`src/rtl/seg_scan_driver_if.sv`:
```
// Bus bundle for seg_scan_driver.
//   en         : scan enable (master -> slave)
//   s1..s8     : 7-bit segment patterns, bit6=a .. bit0=g, s1 is the rightmost digit
//   bright     : 4-bit brightness, only with SEG_SCAN_BRIGHT_EN defined
//   seg_out    : shared segment bus (slave -> master)
//   dig_sel    : one-hot digit enable, bit0 drives the s1 digit
//   frame_done : one-cycle end-of-frame pulse
// Optional feature macro: SEG_SCAN_BRIGHT_EN.
interface seg_scan_driver_if;
    logic       en;
    logic [6:0] s1, s2, s3, s4, s5, s6, s7, s8;
`ifdef SEG_SCAN_BRIGHT_EN
    logic [3:0] bright;
`endif
    logic [6:0] seg_out;
    logic [7:0] dig_sel;
    logic       frame_done;

`ifdef SEG_SCAN_BRIGHT_EN
    modport master (
        output en, s1, s2, s3, s4, s5, s6, s7, s8, bright,
        input  seg_out, dig_sel, frame_done
    );
    modport slave (
        input  en, s1, s2, s3, s4, s5, s6, s7, s8, bright,
        output seg_out, dig_sel, frame_done
    );
`else
    modport master (
        output en, s1, s2, s3, s4, s5, s6, s7, s8,
        input  seg_out, dig_sel, frame_done
    );
    modport slave (
        input  en, s1, s2, s3, s4, s5, s6, s7, s8,
        output seg_out, dig_sel, frame_done
    );
`endif
endinterface

```
`src/rtl/seg_scan_driver.sv`:
```
// Time-multiplexed eight-digit seven-segment scan driver.
// Each digit slot is SCAN_DIV cycles: BLANK_CYC dark cycles, then the digit is shown.
// Patterns are snapshotted at frame start so a digit never changes mid-frame.
// Ports:
//   clk   : system clock, rising edge
//   rst_n : asynchronous active-low reset
//   bus   : seg_scan_driver_if.slave (en, s1..s8, [bright], seg_out, dig_sel, frame_done)
// Optional feature macro: SEG_SCAN_BRIGHT_EN adds a 4-bit PWM brightness control
// on the segment bus during SHOW (dig_sel is not gated).
module seg_scan_driver #(
    parameter int unsigned SCAN_DIV  = 1000,
    parameter int unsigned BLANK_CYC = 16
) (
    input  logic              clk,
    input  logic              rst_n,
    seg_scan_driver_if.slave  bus
);

    localparam int unsigned CNT_W = $clog2(SCAN_DIV);

    localparam logic [CNT_W-1:0] BLANK_LAST = CNT_W'(BLANK_CYC - 1);
    localparam logic [CNT_W-1:0] SLOT_LAST  = CNT_W'(SCAN_DIV - 1);

    localparam logic [1:0] StIdle  = 2'd0;
    localparam logic [1:0] StBlank = 2'd1;
    localparam logic [1:0] StShow  = 2'd2;

    logic [1:0]       state_q, state_d;
    logic [CNT_W-1:0] cnt_q, cnt_d;
    logic [2:0]       idx_q, idx_d;
    logic [6:0]       shadow_q [8];
    logic [6:0]       shadow_d [8];
    logic [6:0]       seg_q, seg_d;
    logic [7:0]       dig_q, dig_d;
    logic             fd_q, fd_d;
    logic [6:0]       pat_in [8];
`ifdef SEG_SCAN_BRIGHT_EN
    logic [3:0]       p_q, p_d;
`endif

    always_comb begin
        pat_in[0] = bus.s1;
        pat_in[1] = bus.s2;
        pat_in[2] = bus.s3;
        pat_in[3] = bus.s4;
        pat_in[4] = bus.s5;
        pat_in[5] = bus.s6;
        pat_in[6] = bus.s7;
        pat_in[7] = bus.s8;
    end

    // Outputs are computed for the next cycle so they register with the state.
    always_comb begin
        state_d  = state_q;
        cnt_d    = cnt_q;
        idx_d    = idx_q;
        shadow_d = shadow_q;
        seg_d    = '0;
        dig_d    = '0;
        fd_d     = 1'b0;
`ifdef SEG_SCAN_BRIGHT_EN
        p_d      = p_q;
`endif
        if (!bus.en) begin
            // Disable wins over every boundary: no capture, no frame_done.
            state_d = StIdle;
            cnt_d   = '0;
            idx_d   = '0;
        end else begin
            unique case (state_q)
                StIdle: begin
                    state_d  = StBlank;
                    cnt_d    = '0;
                    idx_d    = '0;
                    shadow_d = pat_in;
                end
                StBlank: begin
                    cnt_d = cnt_q + 1'b1;
                    if (cnt_q == BLANK_LAST) begin
                        state_d = StShow;
                        dig_d   = 8'h01 << idx_q;
                        // First SHOW cycle has p=0, which is always within bright.
                        seg_d   = shadow_q[idx_q];
`ifdef SEG_SCAN_BRIGHT_EN
                        p_d     = '0;
`endif
                    end
                end
                StShow: begin
                    if (cnt_q == SLOT_LAST) begin
                        state_d = StBlank;
                        cnt_d   = '0;
                        idx_d   = idx_q + 3'd1;
                        if (idx_q == 3'd7) begin
                            shadow_d = pat_in;
                            fd_d     = 1'b1;
                        end
                    end else begin
                        cnt_d = cnt_q + 1'b1;
                        dig_d = 8'h01 << idx_q;
`ifdef SEG_SCAN_BRIGHT_EN
                        p_d   = p_q + 4'd1;
                        seg_d = (p_d <= bus.bright) ? shadow_q[idx_q] : 7'd0;
`else
                        seg_d = shadow_q[idx_q];
`endif
                    end
                end
                default: begin
                    state_d = StIdle;
                    cnt_d   = '0;
                    idx_d   = '0;
                end
            endcase
        end
    end

    always_ff @(posedge clk or negedge rst_n) begin
        if (!rst_n) begin
            state_q <= StIdle;
            cnt_q   <= '0;
            idx_q   <= '0;
            seg_q   <= '0;
            dig_q   <= '0;
            fd_q    <= 1'b0;
            for (int i = 0; i < 8; i++) begin
                shadow_q[i] <= '0;
            end
`ifdef SEG_SCAN_BRIGHT_EN
            p_q     <= '0;
`endif
        end else begin
            state_q  <= state_d;
            cnt_q    <= cnt_d;
            idx_q    <= idx_d;
            seg_q    <= seg_d;
            dig_q    <= dig_d;
            fd_q     <= fd_d;
            shadow_q <= shadow_d;
`ifdef SEG_SCAN_BRIGHT_EN
            p_q      <= p_d;
`endif
        end
    end

    assign bus.seg_out    = seg_q;
    assign bus.dig_sel    = dig_q;
    assign bus.frame_done = fd_q;

endmodule
```
`src/flat_wrapper.sv`:
```
// flat-port wrapper written by rule: the top's interface ports become plain ports
module seg_scan_driver_flat 
#(
    parameter int unsigned SCAN_DIV  = 1000,
    parameter int unsigned BLANK_CYC = 16
)
  (clk, rst_n, bus_en, bus_s1, bus_s2, bus_s3, bus_s4, bus_s5, bus_s6, bus_s7, bus_s8, bus_seg_out, bus_dig_sel, bus_frame_done);
  seg_scan_driver_if bus_i ();
  input  logic clk;
  input  logic rst_n;
  input wire logic [$bits(bus_i.en)-1:0] bus_en;
  input wire logic [$bits(bus_i.s1)-1:0] bus_s1;
  input wire logic [$bits(bus_i.s2)-1:0] bus_s2;
  input wire logic [$bits(bus_i.s3)-1:0] bus_s3;
  input wire logic [$bits(bus_i.s4)-1:0] bus_s4;
  input wire logic [$bits(bus_i.s5)-1:0] bus_s5;
  input wire logic [$bits(bus_i.s6)-1:0] bus_s6;
  input wire logic [$bits(bus_i.s7)-1:0] bus_s7;
  input wire logic [$bits(bus_i.s8)-1:0] bus_s8;
  output wire logic [$bits(bus_i.seg_out)-1:0] bus_seg_out;
  output wire logic [$bits(bus_i.dig_sel)-1:0] bus_dig_sel;
  output wire logic [$bits(bus_i.frame_done)-1:0] bus_frame_done;
  assign bus_i.en = bus_en;
  assign bus_i.s1 = bus_s1;
  assign bus_i.s2 = bus_s2;
  assign bus_i.s3 = bus_s3;
  assign bus_i.s4 = bus_s4;
  assign bus_i.s5 = bus_s5;
  assign bus_i.s6 = bus_s6;
  assign bus_i.s7 = bus_s7;
  assign bus_i.s8 = bus_s8;
  assign bus_seg_out = bus_i.seg_out;
  assign bus_dig_sel = bus_i.dig_sel;
  assign bus_frame_done = bus_i.frame_done;
  seg_scan_driver #(.SCAN_DIV(SCAN_DIV), .BLANK_CYC(BLANK_CYC)) u_core (.clk(clk), .rst_n(rst_n), .bus(bus_i));
endmodule
```
`config.mk`:
```
export PLATFORM = sky130hd
export DESIGN_NAME = seg_scan_driver_flat
export DESIGN_NICKNAME = d
export VERILOG_FILES = /design/src/rtl/seg_scan_driver_if.sv /design/src/rtl/seg_scan_driver.sv /design/src/flat_wrapper.sv
export SDC_FILE = /design/constraint.sdc
export NUM_CORES = 1
export LEC_CHECK = 0
export CAP_MARGIN = 10
export CORE_UTILIZATION = 35
export DETAILED_ROUTE_END_ITERATION = 8
export HOLD_SLACK_MARGIN = 0.05
export PLACE_DENSITY = 0.53
export SLEW_MARGIN = 10
export SYNTH_ARGS = -nofsm -noshare
export SYNTH_HDL_FRONTEND = slang
export SYNTH_SLANG_ARGS = --single-unit
```
`constraint.sdc`:
```
create_clock -name clk -period 2.9 [get_ports clk]
set_input_delay 0.58 -clock clk [delete_from_list [all_inputs] [get_ports clk]]
set_output_delay 0.58 -clock clk [all_outputs]
set_load 0.01 [all_outputs]
```
Word level (Yosys, flattened, before mapping)
Cells that the tools add are included.
Widths: inputs -> output; s select.
{ "totals": {"in_bits": 59, "elab_cells": 62, "ff_bits": 87} }
{ "op_classes": {"muxes": 28, "order_cmp": 1, "addsub": 2, "n_bitwise": 1, "reduce_logical": 5, "shifts": 1, "n_eq_ne": 10} }
{ "ops": {"columns": ["cell", "n"], "rows": [
  ["$mux 56", 2],
  ["$pmux 56 s2", 1],
  ["$mux 7", 5],
  ["$mux 8", 3],
  ["$bmux 7 s3", 1],
  ["$mux 10", 2],
  ["$pmux 10 s2", 1],
  ["$pmux 8 s2", 1],
  ["$pmux 7 s2", 1],
  ["$add 10x1->10 const B", 1],
  ["$eq 10x10->1 const B", 1],
  ["$eq 10x4->1 const B", 1],
  ["$shl 1x3->8 const A", 1],
  ["$mux 2", 3],
  ["$mux 3", 2],
  ["$ne 3x2->1 const B", 2],
  ["$pmux 2 s3", 1],
  ["$pmux 3 s2", 1],
  ["$ge 4x4->1 const B", 1],
  ["$mux 1", 4],
  ["$ne 2x1->1 const B", 2],
  ["$not 3->4", 1],
  ["$reduce_and 2->1", 2],
  ["$reduce_and 4->1", 1],
  ["other kinds (7)", 7]
]} }

Depth between registers and ports, before layout
Gate-level depths: netlist of the first run.
{ "depth": {"depth_word": 7, "mapped_depth": 8} }

Least setup slack after synthesis of the first run
OpenSTA, ideal clock, no wires.
{ "synth_timing": {"kind": "register -> register", "from": "register u_core.idx_q[1]", "to": "register u_core.shadow_q[0] in the netlist's numbering", "path_stages_with_launch": 9, "arrival_ns": 2.152, "path_slack_ns": 0.623, "setup_time_ns": 0.125, "required_ns": 2.775, "cell_sequence": "dfrtp_1 -> ha_1 -> ha_1 -> inv_1 -> or4_4 -> a21oi_4 -> buf_8 -> buf_12 -> mux2_4"} }
{ "synth_between": {"elab_chain_cells": 3} }
{ "synth_lines": {"columns": ["item", "line_no", "rtl"], "rows": [
  ["start, declared", "seg_scan_driver.sv:30", "logic [2:0] idx_q, idx_d;"],
  ["start signal, assigned", "seg_scan_driver.sv:135", "idx_q <= idx_d;"],
  ["$eq 3x3->1", "seg_scan_driver.sv:94", "if (idx_q == 3'd7) begin"],
  ["$ne 2x1->1 (no line)", null, null],
  ["$reduce_and 4->1 (no line)", null, null],
  ["end signal, assigned", "seg_scan_driver.sv:139", "shadow_q <= shadow_d;"],
  ["end, declared", "seg_scan_driver.sv:31", "logic [6:0] shadow_q [8];"]
]} }
Every way passes these cells.
A chain may end at the register's enable or synchronous reset.

Final worst setup path of the first run
{ "layout_timing": {"from": "register u_core.idx_q[1]", "to": "register u_core.shadow_q[34] in the netlist's numbering"} }
The elaborated chain is that of the path after synthesis.

==> impl_metrics.toml, run 1 <==
[outcome]
status = "completed"

[logic_synthesis]
synthFlopType = "dfrtp_1"
synthArstFlopShare = 1.000
avgSynthCellArea_um2 = 14.63
syn_nets = 349
ys_warn_count = 0
seq_area_frac_synth = 0.5313
synth_edf_count = 0
synth_seq_cells = 87
synthCells = 280
synth_area_um2 = 4098
yosysUniqueCellTypes = 39

[sta]
fin_crit_ns = 2.343
drv_slew = 0
skew_ns = 0.007940
rsz0062_at_grt = "no"
final.period_utilization = 0.8079
clock.fmax_mhz = 426.8
setup-tns-final_ns = 0
layout_setup_ws_ns = 0.5570
max_slew_margin = 0.4696
finalHoldViolCount = 0
setup_viol = 0
worst_pin_slew_ns = 0.7902

[drt]
first_pass_iters = 4
ant_nets = 0
wirelength_um = 8322
drcViolationCount = 0
avgViaCountPerCell = 4.850
drt-wirelength-per-cell_um = 16.45
vias = 2454
dr.first_iter.drc_count = 70

[grt]
grt_overflow_total = 0
grt_antenna_before_repair = 0
grt_use_total = 0.1497
grt_max_degree = 72
grt_pass1_vias = 2593
grt_pass1_wl_um = 13310

[die]
io-pin-count = 75
initial_core_util = 0.3589
fp.dieW_um = 110.2
die_area_um2 = 12140
rows = 39
die_h_um = 110.2
core_um2 = 11420

[clocking]
clk_pin_slew_ns = 0.06
cts-root-buf = "clkbuf_16"
cts_resized = 0
cts_tree = "yes"
cts-buffers-inserted = 9
clk_path_buf_depth = 2
numClockSinks = 87
cts_hold_buf = 0
htreeDepth = 3
post_cts_buffers = 0
insertion_delay_ns = 0.34

[worst_setup_path]
critPathKind = "reg -> reg"
path_max_fanout = 19
worstSetupStartpointType = "flop"
end_kind = "flop"
critPathRequiredTime_ns = 3.12
arrival_ns = 2.56

[final_layout]
layout_common_cells = "dfrtp_1 (87), clkdlybuf4s50_1 (73), mux2_4 (40)"
fin_cells = 506
nets = 428
fill_cells = 1059
antennaDiodeCount = 0
synthToLayoutAreaGrowth_pct = 27.88
final_common_cell = "dfrtp_1"
drive_gt1_frac = 0.2452

[place]
port_buffers = 74
dp_worst_setup_slack_ns = 0.5721
routabilityCongestion = 0.7829
place_inst = 491
dp_hpwl_um = 5759

[power_and_ir_drop]
ir_worst_vdd_v = 0.0003392
p_per_area_nw_per_um2 = 820.9
leakagePower_nw = 2.276

[worst_hold_path]
min_path_type = "in -> async"

[job]
cap_violations = 0
layer usage:
layer / track usage / routed length (µm) / up-vias
met4: 0.05075 / 79 / 0
met1: 0.1986 / 3988 / 1234
met3: 0.03880 / 390 / 6
li1: - / - / 1153
met2: 0.2384 / 3863 / 61
met5: 0 / 0 / -
metrics by stage:
step | area, µm² | hold slack, ns | power, W | utilization
after global routing | 5240 | 0.1054 | 0.004534 | 0.4589
after detailed placement | 4960 | 0.4654 | 0.003214 | 0.4344
after CTS | 5240 | 0.09684 | 0.004361 | 0.4589
after floorplan | 4098 | 0.2844 | 0.002943 | -
final | 5240 | 0.09678 | 0.004301 | 0.4589
after global placement | 4960 | 0.4616 | 0.003174 | 0.4344
synthesized netlist by cell type, drive strengths merged (2+ instances only):
cell type   n  area (µm²)
a211oi      2       15.01
a21oi       9       56.31
and3        9       56.30
and4        2       17.52
buf         9       117.6
clkbuf      4       15.01
dfrtp      87        2177
ha         10       125.1
inv         8       30.03
mux2       56       780.8
mux2i       2       20.02
mux4       14       315.3
nand2      23       86.33
nand3       3       15.01
nand3b      2       15.01
nand4       4       31.28
nor2       14       52.55
o32ai       2       17.52
xnor2       3       26.28
xor2        5       43.79
path summary, 6_finish.rpt:
check	from	end	slack (ns)	cells after the start
max reg2reg	u_core.idx_q[1]$_DFFE_PN0P_	u_core.shadow_q[34]$_DFFE_PN0P_	0.56	7
min reg2reg	u_core.shadow_q[28]$_DFFE_PN0P_	u_core.shadow_q[28]$_DFFE_PN0P_	0.49	1
min in group clk	u_core.shadow_q[28]$_DFFE_PN0P_	u_core.shadow_q[28]$_DFFE_PN0P_	0.49	1
max	u_core.idx_q[1]$_DFFE_PN0P_	u_core.shadow_q[34]$_DFFE_PN0P_	0.56	7
max in group asynchronous	rst_n	u_core.shadow_q[55]$_DFFE_PN0P_	2.15	2
min	rst_n	u_core.bus.seg_out[1]$_DFF_PN0_	0.1	1
sequential cells by signal, summed over array words and instances, names as in the netlist:
| signal | cells |
|---|---|
| u_core.bus.dig_sel | 8 |
| u_core.bus.frame_done | 1 |
| u_core.bus.seg_out | 7 |
| u_core.idx_q | 3 |
| u_core.cnt_q | 10 |
| u_core.state_q | 2 |
| u_core.shadow_q | 56 |
power by group:
part	total, W	internal (W)	switching (W)	leakage [nW]
Combinational	0.00131	0.000859	0.000447	1.06
Sequential	0.00187	0.00164	0.000235	1.08
Clock	0.00112	0.000660	0.000463	0.135
Total	0.00430	0.00316	0.00114	2.28
area by class of cell:
type	count	area [µm²]	share of cell area
Clock buffer	11	232.7	0.04441
Tap cell	143	178.9	0.03415
Clock inverter	4	47.55	0.009074
Timing Repair Buffer	81	815.8	0.1557
Inverter	9	33.78	0.006447
Multi-Input combinational cell	171	1754	0.3348
Sequential cell	87	2177	0.4155
worst max-delay path: stages, from the launching register on:
cell     delay [ns]
dfrtp_1        0.36
ha_1           0.18
ha_1           0.16
inv_1          0.06
or4_4          0.55
a21oi_4        0.20
buf_4          0.34
mux2_2         0.38
logic make-up (layout without fill, tap and decap cells):
kind of cell,Yosys count,in the layout,synth area share
flops,87,87,0.5313
compound gates,18,18,0.03054
buf+inv,22,105,0.04061
simple gates,63,63,0.07756
fa+ha+maj,10,10,0.03053
mux,72,72,0.2724
xor+xnor,8,8,0.01710
Power figures use the tool's default switching activity.
==> inputs of run 2 (changes only) <==
clock period = 2.35 ns   (was 2.9 ns; I/O delays follow)
==> run 2 against run 1 <==
Compared with the run above:
- total power up 28%
- final cell count up 2.2%
- fmax up 3.3%
- first-iteration DRC count down 17%
- critical endpoint is now u_core.shadow_q[19]$_DFFE_PN0P_
- highest routed layer unchanged
==> impl_metrics.toml, run 2 (synthesis gave the netlist of run 1 again) <==
[final_layout]
final_common_cell = "dfrtp_1"
fin_util = 0.4712
fill_cells = 1059
nets = 438
drive_gt1_frac = 0.2754
regArea_um2 = 2177
antennaDiodeCount = 0
synthToLayoutAreaGrowth_pct = 31.30
layout_common_cells = "dfrtp_1 (87), clkdlybuf4s50_1 (73), mux2_4 (40)"
largest_reg_flops = 56
regMostFlops = "u_core.shadow_q"
fin_area_um2 = 5380
multi_input_area_um2 = 1759

[worst_setup_path]
path_cells = "ha_2, ha_2, inv_1, or4_4, a21oi_4, buf_12, buf_4, mux2_2"
critical_path.top_delay_family = "simple AND/OR/NAND/NOR gates"
critPathRequiredTime_ns = 2.57
worst-path-buf-inv = 3
reg2reg_from = "u_core.idx_q[1]$_DFFE_PN0P_"
critPathKind = "reg -> reg"
cpMostUsedCell = "ha_2"
worstSetupStartpointType = "flop"
slowest_stage = "or4_4"
path_max_fanout = 8
reg2reg_setup_slack_ns = 0.08
max_stage_delay_ns = 0.54
reg2reg_to = "u_core.shadow_q[19]$_DFFE_PN0P_"
end_kind = "flop"
arrival_ns = 2.49
reg2regPathDepth = 8
cp-startpoint = "u_core.idx_q[1]$_DFFE_PN0P_"

[place]
placed_cell_area_um2 = 5020
routabilityCongestion = 0.7516
dp_hpwl_um = 6037
port_buffers = 74

[drt]
first_pass_iters = 5
vias = 2498
avgViaCountPerCell = 4.832
ant_nets = 0
wirelength_um = 8507
dr.first_iter.drc_count = 58
drcViolationCount = 0
drt-wirelength-per-cell_um = 16.45

[sta]
final.period_utilization = 0.9650
rsz0062_at_grt = "yes"
worst_pin_slew_ns = 0.4670
max_slew_margin = 0.6886
setup_viol = 0
fin_crit_ns = 2.268
setup-tns-final_ns = 0
finalHoldViolCount = 0
fin_hold_ws_ns = 0.08633
skew_ns = 0.008514
drv_slew = 0
clock.fmax_mhz = 441.0

[clocking]
clk_path_buf_depth = 2
insertion_delay_ns = 0.33
clk_pin_slew_ns = 0.06
cts_hold_buf = 0
htreeDepth = 3
cts_tree = "yes"
cts-buffers-inserted = 9
numClockSinks = 87
cts-root-buf = "clkbuf_16"

[die]
io-pin-count = 75
fp.dieW_um = 110.2
core_um2 = 11420
rows = 39
initial_core_util = 0.3589
die_area_um2 = 12140
die_h_um = 110.2

[power_and_ir_drop]
leakagePower_nw = 2.338
total_power_w = 0.005500
ir_worst_vdd_v = 0.0005317
p_per_area_nw_per_um2 = 1022

[worst_hold_path]
min_path_type = "in -> async"

[grt]
grt_overflow_total = 0
grt_pass1_wl_um = 13370
grt_pass1_vias = 2569
grt_antenna_before_repair = 0
grt_use_total = 0.1514
grt_max_degree = 36

[outcome]
status = "completed"

[job]
cap_violations = 0
run 2: how the worst max path moves through the flow:
stage | endpoint | depth (start not counted)
after floorplan | u_core.shadow_q[0]$_DFFE_PN0P_ | 8
after global placement | u_core.shadow_q[30]$_DFFE_PN0P_ | 7
after detailed placement | u_core.shadow_q[16]$_DFFE_PN0P_ | 7
after CTS | u_core.shadow_q[33]$_DFFE_PN0P_ | 7
after global routing | u_core.shadow_q[19]$_DFFE_PN0P_ | 8
final | u_core.shadow_q[19]$_DFFE_PN0P_ | 8
run 2: per-layer routing:
metal / track usage / wire length (µm) / up-vias
li1: - / - / 1173
met1: 0.2076 / 3999 / 1249
met2: 0.2433 / 4071 / 67
met3: 0.03351 / 341 / 9
met4: 0.03947 / 95 / 0
met5: 0 / 0 / -
run 2: through the flow:
step	cells	setup slack, ns
after floorplan	280	0.07294
after global placement	499	0.08108
after detailed placement	499	0.003546
after CTS	515	0.007095
after global routing	517	-0.01614
final	517	0.08220
run 2: area by class of cell:
cell class	count	share of cell area
flip-flops and latches	87	0.4047
multi-input cells	171	0.3270
repair buffers	91	0.1712
clock buffers	12	0.04767
well taps	143	0.03326
clock inverters	4	0.01000
inverters	9	0.006279
run 2: worst register-to-register path: cells and delay by family (launching register included):
kind,cells,cell delay [ns]
flops,1,0.36
compound gates,1,0.16
mux,1,0.35
buf+inv,3,0.41
simple gates,1,0.54
fa+ha+maj,2,0.36
run 2: what timing repair did:
action | CTS | global route
endpoints found under the setup margin | 0 | 55
gates resized for setup | 0 | 2
setup buffers | 0 | 1
run 2: power breakdown:
part           switching, W  total (W)  internal, W  leakage [nW]
registers          0.000288    0.00231      0.00202          1.08
logic              0.000584    0.00173      0.00115          1.11
clock network      0.000573    0.00146     0.000884         0.145
total               0.00144    0.00550      0.00406          2.34
